==> src/rtl/image_reader_pkg.sv <==
// Shared constants and state encoding for the image RAM stream reader.
package image_reader_pkg;

  localparam int DEF_WIDTH     = 8;
  localparam int DEF_ADDR_BITS = 10;

  typedef enum logic [1:0] {
    IDLE  = 2'd0,
    RUN   = 2'd1,
    DRAIN = 2'd2
  } reader_state_t;

endpackage

==> src/rtl/image_reader_out_stage.sv <==
// Registered stream output stage: captures a word on load and holds it until the consumer accepts it.
module image_reader_out_stage #(
  parameter int WIDTH = 8
) (
  input  logic             clk,
  input  logic             rst,
  input  logic             load,
  input  logic [WIDTH-1:0] load_data,
  input  logic             load_last,
  input  logic             m_ready,
  output logic [WIDTH-1:0] m_data,
  output logic             m_valid,
  output logic             m_last
);

  always_ff @(posedge clk or posedge rst) begin
    if (rst) begin
      m_data  <= '0;
      m_valid <= 1'b0;
      m_last  <= 1'b0;
    end else if (load) begin
      m_data  <= load_data;
      m_valid <= 1'b1;
      m_last  <= load_last;
    end else if (m_valid && m_ready) begin
      // m_data is left as-is; only the qualifiers drop once the beat is taken
      m_valid <= 1'b0;
      m_last  <= 1'b0;
    end
  end

endmodule

==> src/rtl/image_ram_stream_reader.sv <==
// Reads a burst of words from a combinational-read RAM and streams them out with valid/ready.
// Optional IMAGE_READER_PAD_EN wraps each burst with one leading and one trailing zero word.
//
// state | meaning
// IDLE  | waiting for start; done pulses here after a burst
// RUN   | fetching RAM words into the output stage
// DRAIN | final beat loaded, waiting for the consumer to take it
module image_ram_stream_reader
  import image_reader_pkg::*;
#(
  parameter int WIDTH     = DEF_WIDTH,
  parameter int ADDR_BITS = DEF_ADDR_BITS
) (
  input  logic                 clk,
  input  logic                 rst,
  input  logic                 start,
  input  logic [ADDR_BITS-1:0] base_addr,
  input  logic [ADDR_BITS:0]   length,
  output logic [ADDR_BITS-1:0] read_address,
  input  logic [WIDTH-1:0]     ram_data,
  output logic [WIDTH-1:0]     m_data,
  output logic                 m_valid,
  input  logic                 m_ready,
  output logic                 m_last,
  output logic                 busy,
  output logic                 done
);

  localparam logic [ADDR_BITS:0] CNT_ONE = {{ADDR_BITS{1'b0}}, 1'b1};

  reader_state_t        state_q, state_d;
  logic [ADDR_BITS-1:0] addr_q, addr_d;
  logic [ADDR_BITS:0]   count_q, count_d;
  logic                 done_q, done_d;
  logic                 load, load_last;
  logic [WIDTH-1:0]     load_data;
`ifdef IMAGE_READER_PAD_EN
  logic                 pre_q, pre_d;
`endif

  always_ff @(posedge clk or posedge rst) begin
    if (rst) begin
      state_q <= IDLE;
      addr_q  <= '0;
      count_q <= '0;
      done_q  <= 1'b0;
`ifdef IMAGE_READER_PAD_EN
      pre_q   <= 1'b0;
`endif
    end else begin
      state_q <= state_d;
      addr_q  <= addr_d;
      count_q <= count_d;
      done_q  <= done_d;
`ifdef IMAGE_READER_PAD_EN
      pre_q   <= pre_d;
`endif
    end
  end

  always_comb begin
    state_d   = state_q;
    addr_d    = addr_q;
    count_d   = count_q;
    done_d    = 1'b0;
    load      = 1'b0;
    load_data = ram_data;
    load_last = 1'b0;
`ifdef IMAGE_READER_PAD_EN
    pre_d     = pre_q;
`endif
    case (state_q)
      IDLE: begin
        if (start) begin
          addr_d  = base_addr;
          count_d = length;
`ifdef IMAGE_READER_PAD_EN
          pre_d   = 1'b1;
          state_d = RUN;
`else
          if (length != '0) state_d = RUN;
          else              done_d  = 1'b1;
`endif
        end
      end
      RUN: begin
        if (!m_valid || m_ready) begin
`ifdef IMAGE_READER_PAD_EN
          if (pre_q) begin
            load      = 1'b1;
            load_data = '0;
            pre_d     = 1'b0;
          end else if (count_q != '0) begin
            load    = 1'b1;
            addr_d  = addr_q + 1'b1;
            count_d = count_q - CNT_ONE;
          end else begin
            load      = 1'b1;
            load_data = '0;
            load_last = 1'b1;
            state_d   = DRAIN;
          end
`else
          if (count_q != '0) begin
            load      = 1'b1;
            load_last = (count_q == CNT_ONE);
            addr_d    = addr_q + 1'b1;
            count_d   = count_q - CNT_ONE;
            if (count_q == CNT_ONE) state_d = DRAIN;
          end
`endif
        end
      end
      DRAIN: begin
        if (m_valid && m_ready && m_last) begin
          state_d = IDLE;
          done_d  = 1'b1;
        end
      end
      default: state_d = IDLE;
    endcase
  end

  image_reader_out_stage #(.WIDTH(WIDTH)) u_out_stage (
    .clk       (clk),
    .rst       (rst),
    .load      (load),
    .load_data (load_data),
    .load_last (load_last),
    .m_ready   (m_ready),
    .m_data    (m_data),
    .m_valid   (m_valid),
    .m_last    (m_last)
  );

  assign read_address = addr_q;
  assign busy         = (state_q != IDLE);
  assign done         = done_q;

endmodule

==> config.mk <==
export PLATFORM = sky130hd
export DESIGN_NAME = image_ram_stream_reader
export DESIGN_NICKNAME = d
export VERILOG_FILES = /design/src/rtl/image_reader_pkg.sv /design/src/rtl/image_reader_out_stage.sv /design/src/rtl/image_ram_stream_reader.sv
export SDC_FILE = /design/constraint.sdc
export NUM_CORES = 1
export LEC_CHECK = 0
export BUFFER_PORTS_ARGS = -buffer_cell sky130_fd_sc_hd__clkbuf_2
export CORE_MARGIN = 2
export CORE_UTILIZATION = 45
export DETAILED_ROUTE_END_ITERATION = 16
export PLACE_DENSITY = 0.7
export SYNTH_ARGS = -nofsm -noshare
export SYNTH_HDL_FRONTEND = slang
export SYNTH_SLANG_ARGS = --single-unit
==> constraint.sdc <==
create_clock -name clk -period 2.75 [get_ports clk]
set_clock_uncertainty 0.2 [all_clocks]
set_input_delay 0.55 -clock clk [delete_from_list [all_inputs] [get_ports clk]]
set_output_delay 0.55 -clock clk [all_outputs]
set_load 0.02 [all_outputs]
### Word-level counts from Yosys, hierarchy flattened

Cells that the tools add are included.

* $add $sub $neg: 2
* $mul: 0
* div/mod/pow operators: 0
* $lt $le $gt $ge: 0
* equality and inequality tests: 9
* shift operators: 0
* multiplexer cells: 28
* bitwise logic cells: 0
* reductions and logical operators: 12

Operator list (number)
* 2-to-1 mux 11 bit: 3
* 2-to-1 mux 10 bit: 3
* case mux 11 bit (2 select lines): 1
* nonzero test 11 bit: 2
* case mux 10 bit (2 select lines): 1
* 2-to-1 mux 1 bit: 12
* 2-to-1 mux 2 bit: 6
* != test 2 bit (second input constant): 6
* == test 11 x 1 -> 1 bit (second input constant): 1
* subtractor 11 x 1 -> 11 bit (second input constant): 1
* adder 10 x 1 -> 10 bit (second input constant): 1
* case mux 2 bit (3 select lines): 1
* AND reduction 6 bit: 1
* nonzero test 2 bit: 3
* AND reduction 4 bit: 1
* == test 2 x 1 -> 1 bit (second input constant): 1
* == test 2 bit (second input constant): 1
* logical AND 1 bit: 2
* logical NOT 2 bit: 1
* case mux 1 bit (2 select lines): 1
* logical NOT 1 bit: 1
* logical OR 1 bit: 1

* register bits after elaboration: 34
* latch bits: 0
* memory bits (writable): 0
* bits in read-only memories: 0
* output and inout bits: 22
* memories kept: 0

### Logic depth before layout (Yosys ltp)

* word-level depth: 5
* depth in mapped cells: 8
* gate-level depth less buffers: 6

### Hierarchy

Synthesis repeated with hierarchy kept, for this count alone.

* cell total of the unflattened synthesis: 213
* area total of the unflattened synthesis: 2021.9 sq um

By module, submodules not included
* image_ram_stream_reader: instances 1, cells an instance 188, area an instance 1609.0 sq um, seq. area each 600.6 sq um
* image_reader_out_stage: instances 1, cells an instance 25, area an instance 412.9 sq um, seq. area each 250.2 sq um

### Worst setup path after synthesis

Ideal clock, no wire load.

* path kind: register -> register
* from: register count_q[0]
* to: register u_out_stage.m_data[0]
* arrival: 1.807 ns
* data required time: 2.425 ns
* slack: 0.618 ns
* cell stages (with the launch flop): 9
* buffers on the path: 2
* cell sequence: dfrtp_1 inv_1 ha_1 nor3b_2 and4_4 buf_6 or2_1 buf_6 mux2_4

* longest elaborated chain between the ends: 4

RTL lines
* from (decl): RTL line image_ram_stream_reader.sv:33 `logic [ADDR_BITS:0] count_q, count_d;`
* from (signal assigned): RTL line image_ram_stream_reader.sv:53 `count_q <= count_d;`
* nonzero test 11 bit: RTL line image_ram_stream_reader.sv:104 `if (count_q != '0) begin`
* 2-to-1 mux 1 bit: RTL line image_ram_stream_reader.sv:104
* 2-to-1 mux 1 bit: RTL line image_ram_stream_reader.sv:87 `if (!m_valid || m_ready) begin`
* 2-to-1 mux 1 bit: RTL line image_ram_stream_reader.sv:72 `case (state_q)`
* to (signal assigned): RTL line image_reader_out_stage.sv:22 `m_data <= load_data;`
* to (decl): RTL line image_reader_out_stage.sv:11 `output logic [WIDTH-1:0] m_data,`

No other way between the ends.
A chain may end at the register's enable or synchronous reset.

### Final worst setup path

* from: register count_q[0]
* to: register u_out_stage.m_data[6]

The elaborated chain is that of the path after synthesis.

==> results.md <==
* Full die area at 0.00507 sq mm
* Layout cells sized above 1 at 0.322
* DR iter-0 viols at 120
* Ys async rst share at 1.00
* Worst setup startpoint: count_q[0]$_DFFE_PP0P_
* VDD IR max at roughly 0.51 mV
* Area contributors post-synth: dfrtp_1, mux2_4, nand2_1
* Sequential fraction of design power at 0.357
* Grt ovf at 0
* Largest net degree at the start of global routing at 35
* Measured slew at the worst slew-check pin at between 0.4 and 0.5 ns
* Initial antenna violation count at 0
* Number of global-route vias before repair at between 1,500 and 2,000
* I/O pin count at between 50 and 60
* Yosys warns at 0
* Crit path to: u_out_stage.m_data[6]$_DFFE_PP0P_
* Post-CTS Resized at 0
* Slowest Stage Delay on Critical Path at 0.44 ns
* Gate power share at 0.513
* Final min period at 2.41 ns
* Synth Flop Type: dfrtp_1
* Hold Vio Cnt, Final at 0
* Nets at 312
* Num rows at 24
* Dominant cell type by area after synthesis: dfrtp_1
* Final worst slack at between 0.3 and 0.4 ns
* Clock tree root driver cell: clkbuf_8
* PortBufs at 54
* Flops & latches, synth at 34
* CP cell instances: inv_1, ha_1, nor3b_2, and4_4, or2_1, buf_4, mux2_4
* CTS tree: yes
* Synthesized area at 0.00203 sq mm
* Sequential fraction of the synthesis area at 0.419
* Sequential cell area at 851 sq um
* Count leader, synth: dfrtp_1
* Register-to-Register Path Depth at 7
* Syn Nets at 253
* First-pass GRT wire length at 8680 um
* Clk buf depth at 2
* DP Worst Slack at between 0.3 and 0.4 ns
* Switching power at between 1 and 1.5 mW
* Final period util at 0.878
* F_max at 0.414 GHz
* P per Cell Area at 1110 mW/mm^2
* CP arrival at 2.39 ns
* Clock sinks at 34
* Crit-path max FO at 17
* RSZ-0062 raised after global routing: false
* Reg2reg setup slack at 0.34 ns
* Worst skew pair latency at 0.29 ns
* FF-to-FF Start: count_q[0]$_DFFE_PP0P_
* Core area at 0.00435 sq mm
* Worst hold path class: in -> async
* CP startpoint kind: flip-flop
* HPWL Detailed at 3750 um
* Vias per cell at 5.83
* Crit path max-delay cell type: dfrtp_1
* Final ANT Viol Nets at 0
* Finish-stage setup viols at 0
* # H-tree levels at 2
* Fill cells at 405
* Setup CP Type: reg -> reg
* Crit path capture type: flip-flop
* Post-route setup TNS at 0 ns
* Layout Area Growth over Synthesis at 20.8%
* # hold bufs at CTS at 0
* Wirelength, routed at 5250 um
* Slew Limit Headroom at 0.711
* Syn Area/Cell at 9.36 sq um
* Initial Util at 0.467
* Sw frac at 0.457
* Slew Viols, Final at 0
* CTS clk-pin slew, worst paths at 0.07 ns
* Share of the synthesized area in the top cell type at 0.419
* Overall routing resource usage at 0.220
* CTS buffer count at 5
* Initial DRT Pass Iterations at 4
* Area of the multi-input gates at 0.00108 sq mm
* Post-synthesis cell type count at 49
* Status: finished, final reports clean
* Clock power frac at 0.130
* R2R Path End: u_out_stage.m_data[6]$_DFFE_PP0P_
* Die X at a little over 70 um
* Worst endpoint required time at 2.73 ns
* Cell internal pwr at 1.48 mW
* Cells after Synth at 217
* DR WL/cell at 16.0 um
* Post-CTS Setup Inserts at 0
* Post-synth top cells: dfrtp_1, nand2_1, o21ai_0, nor2_1, inv_1
* Vias post-DR at around 1,900
* GP Congestion at 0.948
* EDFF count, synth at 0
* Number of diodes at 0
* Max-cap violations at 0
* DRC Markers at 0
* Vert. Die Dim at 71.2 um
* Pleak at 1.11 nW
[layer usage]
| metal | up-vias | global-route usage | share of wire |
|---|---|---|---|
| li1 | 933 | - | - |
| met1 | 884 | 0.306 | 0.42 |
| met2 | 85 | 0.340 | 0.47 |
| met3 | 9 | 0.0513 | 0.086 |
| met4 | 0 | 0.0734 | 0.017 |
| met5 | - | 0 | 0 |
[power by group through the flow]
stage	clock network, mW	logic, mW	registers, mW
after global routing	0.392	1.55	1.02
after floorplan	0	0.874	1.07
final	0.357	1.40	0.977
after CTS	0.367	1.41	0.973
after detailed placement	0	1.40	0.979
after global placement	0	1.39	0.976
[critical path, delay by kind of cell, from the launching register on]
kind	cells	cell delay [ns]
DFF	1	0.44
adders and majority gates	1	0.21
buffers and inverters	2	0.32
muxes	1	0.32
and+or+nand+nor	3	0.80
[state kept, by name, indices dropped and copies added (netlist names)]
register,count
u_out_stage.m_data,8
u_out_stage.m_valid,1
read_address,10
u_out_stage.m_last,1
state_q,2
done,1
count_q,11
[stage by stage]
step                      hold slack, ns  utilization  instances  cell area (sq um)  total power, mW
after floorplan                    0.289            -        217               2030             1.94
after global placement             0.300        0.546        321               2380             2.37
after detailed placement           0.295        0.546        321               2380             2.38
after CTS                          0.143        0.564        328               2450             2.75
after global routing               0.162        0.564        328               2450             2.96
final                              0.122        0.564        328               2450             2.74
[placed cells by master, fill, tap and decap left out, types with 2 or more instances in the layout]
cell and n:
clkbuf_2 54, dfrtp_1 34, nand2_1 24, o21ai_0 13, nor2_1 11, inv_1 10
buf_4 10, nor3_1 8, a21oi_1 8, mux2_4 8, o22ai_1 7, nand3_1 6
o311ai_0 6, nor4_1 6, nand4_1 5, or3_1 5, o211ai_1 5, clkbuf_8 5
nand2b_1 4, o31a_1 3, and2_1 3, o41ai_1 3, ha_1 3, nor3_2 2
nor2b_1 2, mux2i_1 2, or4_1 2, a22oi_1 2, o31ai_1 2, a22o_1 2
clkinv_2 2
[cell type report]
class	count	area share
clock inverter	2	0.00408
multi-input combinational	161	0.439
clock buffer	5	0.0280
sequential	34	0.347
timing repair buffer	64	0.141
inverter	10	0.0153
tap	52	0.0265
[worst min-delay path by stage]
stage / start / endpoint / cells after the start
global placement: u_out_stage.m_data[4]$_DFFE_PP0P_ / u_out_stage.m_data[4]$_DFFE_PP0P_ / 1
floorplan: count_q[10]$_DFFE_PP0P_ / count_q[10]$_DFFE_PP0P_ / 1
finish: rst / read_address[6]$_DFFE_PP0P_ / 3
global route: rst / read_address[6]$_DFFE_PP0P_ / 3
CTS: rst / read_address[6]$_DFFE_PP0P_ / 3
detailed placement: u_out_stage.m_data[2]$_DFFE_PP0P_ / u_out_stage.m_data[2]$_DFFE_PP0P_ / 1
[cells by family after synthesis]
group | count (synthesis) | share of synthesized area
simple gates | 85 | 0.223
flops | 34 | 0.419
compound gates | 62 | 0.214
fa+ha+maj | 3 | 0.0185
mux | 11 | 0.0745
buf+inv | 22 | 0.0511
Note: power is estimated with default switching activity, not from simulation.
